**src/rtl/phy_tx_scheduler_if.sv**
```systemverilog
// Byte-lane request bus and serializer-side outputs of the PHY TX scheduler.
// master = requesters/serializer side, slave = scheduler.
interface phy_tx_scheduler_if #(
    parameter int NUM_LANES = 4
) ();
    localparam int LW = $clog2(NUM_LANES);

    logic [NUM_LANES*8-1:0] data_in;
    logic [NUM_LANES-1:0]   valid_in;
    logic [NUM_LANES-1:0]   ready;
    logic [7:0]             data_out;
    logic                   valid_out;
    logic [LW-1:0]          lane_out;
    logic                   sync_done;

    modport master (
        output data_in, valid_in,
        input  ready, data_out, valid_out, lane_out, sync_done
    );

    modport slave (
        input  data_in, valid_in,
        output ready, data_out, valid_out, lane_out, sync_done
    );
endinterface

```
**src/rtl/phy_tx_scheduler.sv**
```systemverilog
// Shares the PHY TX serializer among NUM_LANES byte requesters: a COM sync
// preamble after reset/enable-low, then round-robin granting one byte per cycle.
module phy_tx_scheduler #(
    parameter int         NUM_LANES = 4,
    parameter int         SYNC_LEN  = 4,
    parameter logic [7:0] COM_SYM   = 8'hBC
) (
    input  logic              i_clk_4f,
    input  logic              i_reset,
    input  logic              i_enable,
    phy_tx_scheduler_if.slave bus
);
    localparam int LW = $clog2(NUM_LANES);

    typedef enum logic {
        ST_SYNC   = 1'b0,
        ST_ACTIVE = 1'b1
    } state_t;

    state_t               r_state, w_state_nxt;
    logic [7:0]           r_cnt, w_cnt_nxt;
    logic [LW-1:0]        r_ptr, w_ptr_nxt;
    logic [LW-1:0]        r_lane, w_lane_nxt;
    logic [7:0]           r_data, w_data_nxt;
    logic                 r_valid, w_valid_nxt;
    logic                 r_sync_done;
    logic                 w_found;
    logic [LW-1:0]        w_gidx;
    logic [LW-1:0]        w_cand;
    logic [NUM_LANES-1:0] w_ready;
    logic [7:0]           w_bytes [NUM_LANES];

    for (genvar g = 0; g < NUM_LANES; g++) begin : g_bytes
        assign w_bytes[g] = bus.data_in[8*g +: 8];
    end

    // Rotating priority search starting just after the last granted lane.
    always_comb begin
        w_found = 1'b0;
        w_gidx  = '0;
        w_cand  = '0;
        for (int unsigned k = 1; k <= NUM_LANES; k++) begin
            w_cand = LW'((32'(r_ptr) + k) % NUM_LANES);
            if (!w_found && bus.valid_in[w_cand]) begin
                w_found = 1'b1;
                w_gidx  = w_cand;
            end
        end
    end

    always_comb begin
        w_state_nxt = r_state;
        w_cnt_nxt   = r_cnt;
        w_ptr_nxt   = r_ptr;
        w_lane_nxt  = r_lane;
        w_data_nxt  = COM_SYM;
        w_valid_nxt = 1'b0;
        w_ready     = '0;
        unique case (r_state)
            ST_SYNC: begin
                // Counter pinned at zero while disabled so a full preamble follows enable.
                if (!i_enable) begin
                    w_cnt_nxt = '0;
                end else if (r_cnt == 8'(SYNC_LEN - 1)) begin
                    w_state_nxt = ST_ACTIVE;
                    w_cnt_nxt   = '0;
                end else begin
                    w_cnt_nxt = r_cnt + 8'd1;
                end
            end
            ST_ACTIVE: begin
                if (!i_enable) begin
                    w_state_nxt = ST_SYNC;
                    w_cnt_nxt   = '0;
                end else if (w_found) begin
                    w_ready[w_gidx] = 1'b1;
                    w_data_nxt      = w_bytes[w_gidx];
                    w_valid_nxt     = 1'b1;
                    w_lane_nxt      = w_gidx;
                    w_ptr_nxt       = w_gidx;
                end
            end
        endcase
        if (!i_reset) begin
            w_ready = '0;
        end
    end

    always_ff @(posedge i_clk_4f) begin
        if (!i_reset) begin
            r_state     <= ST_SYNC;
            r_cnt       <= '0;
            r_ptr       <= LW'(NUM_LANES - 1);
            r_lane      <= '0;
            r_data      <= '0;
            r_valid     <= 1'b0;
            r_sync_done <= 1'b0;
        end else begin
            r_state     <= w_state_nxt;
            r_cnt       <= w_cnt_nxt;
            r_ptr       <= w_ptr_nxt;
            r_lane      <= w_lane_nxt;
            r_data      <= w_data_nxt;
            r_valid     <= w_valid_nxt;
            r_sync_done <= (w_state_nxt == ST_ACTIVE);
        end
    end

    assign bus.ready     = w_ready;
    assign bus.data_out  = r_data;
    assign bus.valid_out = r_valid;
    assign bus.lane_out  = r_lane;
    assign bus.sync_done = r_sync_done;
endmodule

```
**src/flat_wrapper.sv**
```systemverilog
// flat-port wrapper written by rule: the top's interface ports become plain ports
module phy_tx_scheduler_flat 
#(
    parameter int         NUM_LANES = 4,
    parameter int         SYNC_LEN  = 4,
    parameter logic [7:0] COM_SYM   = 8'hBC
)
  (i_clk_4f, i_reset, i_enable, bus_data_in, bus_valid_in, bus_ready, bus_data_out, bus_valid_out, bus_lane_out, bus_sync_done);
  phy_tx_scheduler_if #(.NUM_LANES(NUM_LANES)) bus_i ();
  input  logic i_clk_4f;
  input  logic i_reset;
  input  logic i_enable;
  input wire logic [$bits(bus_i.data_in)-1:0] bus_data_in;
  input wire logic [$bits(bus_i.valid_in)-1:0] bus_valid_in;
  output wire logic [$bits(bus_i.ready)-1:0] bus_ready;
  output wire logic [$bits(bus_i.data_out)-1:0] bus_data_out;
  output wire logic [$bits(bus_i.valid_out)-1:0] bus_valid_out;
  output wire logic [$bits(bus_i.lane_out)-1:0] bus_lane_out;
  output wire logic [$bits(bus_i.sync_done)-1:0] bus_sync_done;
  assign bus_i.data_in = bus_data_in;
  assign bus_i.valid_in = bus_valid_in;
  assign bus_ready = bus_i.ready;
  assign bus_data_out = bus_i.data_out;
  assign bus_valid_out = bus_i.valid_out;
  assign bus_lane_out = bus_i.lane_out;
  assign bus_sync_done = bus_i.sync_done;
  phy_tx_scheduler #(.NUM_LANES(NUM_LANES), .SYNC_LEN(SYNC_LEN), .COM_SYM(COM_SYM)) u_core (.i_clk_4f(i_clk_4f), .i_reset(i_reset), .i_enable(i_enable), .bus(bus_i));
endmodule
```
**config.mk**
```make
export PLATFORM = sky130hd
export DESIGN_NAME = phy_tx_scheduler_flat
export DESIGN_NICKNAME = d
export VERILOG_FILES = /design/src/rtl/phy_tx_scheduler_if.sv /design/src/rtl/phy_tx_scheduler.sv /design/src/flat_wrapper.sv
export SDC_FILE = /design/constraint.sdc
export NUM_CORES = 1
export LEC_CHECK = 0
export CAP_MARGIN = 20
export CORE_MARGIN = 10
export CORE_UTILIZATION = 43
export DETAILED_ROUTE_END_ITERATION = 16
export PLACE_DENSITY = 0.81
export SYNTH_ARGS = -nofsm -noshare
export SYNTH_HDL_FRONTEND = slang
export SYNTH_SLANG_ARGS = --single-unit
```
**constraint.sdc**
```tcl
create_clock -name i_clk_4f -period 4.7 [get_ports i_clk_4f]
set_input_delay 0.705 -clock i_clk_4f [delete_from_list [all_inputs] [get_ports i_clk_4f]]
set_output_delay 0.705 -clock i_clk_4f [all_outputs]
set_load 0.05 [all_outputs]
```
==> summary.txt <==
Min path
  • Min-delay worst type: reg -> reg
  • Worst hold path depth: 2

Pwr
  • Combinational power share: 0.191
  • Pwr/cell area: 235 nW/um2
  • Peak supply drop: 0.208 mV
  • Flop pwr share: 0.459
  • Switch Pwr: 95.2 uW
  • Net Sw Frac: 0.228
  • Cell Int Power: 323 uW
  • Total power: 419 uW
  • Clk pwr share: 0.350
  • Lkg Pwr: 0.734 nW

Drt
  • DRC Markers: 0
  • Via Count: 1,122
  • DR vias/cell: 5.45
  • Routed WL: 3430 um
  • ANT nets after route: 0
  • Initial DRC Count: 29
  • Routed wire length per instance: 16.6 um
  • Detailed Routing Iterations Pass 1: 4

Clocking
  • Htree depth: 1
  • Clk sinks: 22
  • Hold Buf Count CTS: 0
  • Post-CTS Setup Inserts: 0
  • CTS tree: yes
  • Clock tree buffer depth: 2
  • Clock buffer count from CTS: 3
  • CTS resizes: 0
  • Clk pin slew, worst setup/hold paths: 0.13 ns
  • Root buffer cell: clkbuf_4
  • Latest clock arrival within the worst-skew pair: 0.31 ns

GRT
  • Wire length of the first global-routing pass: 5660 um
  • Antenna violations before repair: 0
  • Met1 usage: 0.138
  • Vias in the first global route: 1,220
  • Busiest layer in global routing: met2
  • Grt met3 use: 0.0585
  • Met2 Use GR: 0.237
  • Total GRT Usage: 0.134
  • Congestion Overflow GR: 0
  • Largest net degree at the start of global routing: 14

Die
  • Die area: 5190 um2
  • Die X: 72.0 um
  • # IOs: 55
  • Core area: 2520 um2
  • Row Count: 18
  • Die Height: 72.0 um
  • Initial Utilization: 0.461

Cells and area
  • Most frequent cells in the layout: 54 x clkdlybuf4s50_1, 22 x dfxtp_1, 14 x nor2_1
  • Storage cell area: 440 um2
  • Fill count: 211
  • Antenna diode count: 0
  • Final Util: 0.705
  • Final Net Count: 217
  • Post-layout instance count excluding filler cells: 206
  • Share of layout cells above drive strength 1: 0.0852
  • Syn-to-layout area delta: 52.8%
  • Leading cell type in the layout, fill and taps excluded: clkdlybuf4s50_1
  • Area of the multi-input gates: 688 um2

Yosys
  • Syn Nets: 161
  • Average cell area after synthesis: 9.62 um2
  • Synth top area share: 0.378
  • Syn Std Cell Area: 1160 um2
  • Sequential area share after synthesis: 0.378
  • Yosys synthesis warning count: 0
  • Ys flop type: dfxtp_1
  • Flops & latches, synth: 22
  • Top cells by area, synth: dfxtp_1 38%, mux2i_1 8.6%, o211a_1 6.9%
  • Area leader, netlist: dfxtp_1
  • Cells after Synth: 121
  • Unique masters post-synth: 37
  • EDFF count, synth: 0
  • Ys async rst share: 0

STA
  • Setup violations, final: 0
  • Sum Neg Setup Slack: 0 ns
  • Worst slew margin: 0.649
  • Worst Tran Pin Value: 0.524 ns
  • Max-slew violations: 0
  • Final worst-path cycle share: 0.806
  • Highest Clock Rate: 264 MHz
  • Final Hold Fails: 0
  • Clk_skew: 0.00230 ns
  • Min Tclk post-route: 3.79 ns
  • RSZ-0062 raised after global routing: no

Run status
  • Status: completed

Worst setup path
  • Worst-path maximum fanout: 7
  • Critical Path Start Type: primary input
  • CP arrival: 3.08 ns
  • Critical Path RT: 3.99 ns
  • Register-to-Register Path Depth: 6
  • CP endpoint kind: output pin
  • Setup CP Type: in -> out

Place
  • Detail Placement HPWL: 2860 um
  • Port Buffers: 54
  • GPL Wtd Cong: 0.837
  • DP Cell Count: 202

Job
  • MaxCap Viol Count: 0
final cells by class:
type | instances | share of cell area
inverters | 3 | 0.00633
well taps | 30 | 0.0211
clock inverters | 1 | 0.0169
repair buffers | 55 | 0.308
clock buffers | 3 | 0.0127
multi-input cells | 92 | 0.387
flip-flops and latches | 22 | 0.248
state kept, by name, summed over array words and instances, names as in the netlist:
register and cells:
u_core.r_ptr 2, u_core.r_state 1, u_core.bus.valid_out 1, u_core.bus.lane_out 2, u_core.r_cnt 8, u_core.bus.data_out 8
worst paths after layout:
| kind | slack (ns) | endpoint | startpoint |
|---|---|---|---|
| worst max-delay path | 0.91 | bus_ready[2] | bus_valid_in[2] |
| worst min-delay path | 0.50 | u_core.bus.lane_out[1] | u_core.bus.lane_out[1] |
| worst max register to register | 2.44 | u_core.bus.data_out[2] | u_core.r_ptr[1] |
| worst min register to register | 0.50 | u_core.bus.lane_out[1] | u_core.bus.lane_out[1] |
critical path, stage by stage:
cell             delay (ns)
clkdlybuf4s50_1        0.57
nor2_1                 0.09
a21oi_1                0.41
and2_1                 0.24
nand2b_1               0.13
nor2_1                 0.11
clkdlybuf4s50_1        0.81
cells by family (layout without fill, tap and decap cells):
logic type               count (synthesis)  in the layout  synth area share
AND/OR/NAND/NOR                         41             41             0.175
AO/OA/AOI/OAI                           29             29             0.220
flip-flops                              22             22             0.378
multiplexers                            16             16             0.147
buffers and inverters                    7             62            0.0301
XOR/XNOR                                 5              5            0.0376
adder cells (fa/ha/maj)                  1              1            0.0108
power by group through the flow:
stage	Sequential, mW	Combinational, mW	Clock, mW
after floorplan	0.204	0.0288	0
after global placement	0.196	0.0782	0
after detailed placement	0.196	0.0801	0
after CTS	0.192	0.0804	0.148
after global routing	0.192	0.0861	0.158
final	0.192	0.0800	0.147
synthesized netlist by cell type, drive strengths merged, types with 2 or more instances:
| cell type | count |
|---|---|
| a211oi | 2 |
| a21oi | 5 |
| a221o | 4 |
| buf | 2 |
| clkbuf | 2 |
| dfxtp | 22 |
| inv | 3 |
| mux2 | 6 |
| mux2i | 10 |
| nand2 | 9 |
| nand2b | 3 |
| nand3 | 4 |
| nor2 | 14 |
| nor2b | 2 |
| o211a | 8 |
| o21ai | 2 |
| o22ai | 5 |
| xor2 | 5 |
per-stage QoR:
step	hold slack (ns)	setup slack, ns	cell area [um2]
2_1_floorplan	0.481	1.82	1160
3_3_place_gp	0.479	1.00	1730
3_5_place_dp	0.487	0.925	1730
4_1_cts	0.509	0.922	1780
5_1_grt	0.527	0.691	1780
6_report	0.498	0.912	1780
per-layer routing:
layer	vias to the layer above	share of wire
met5	-	0
met3	5	0.090
met2	35	0.50
li1	558	-
met4	0	0.014
met1	524	0.39
(Power assumes the default switching activity.)
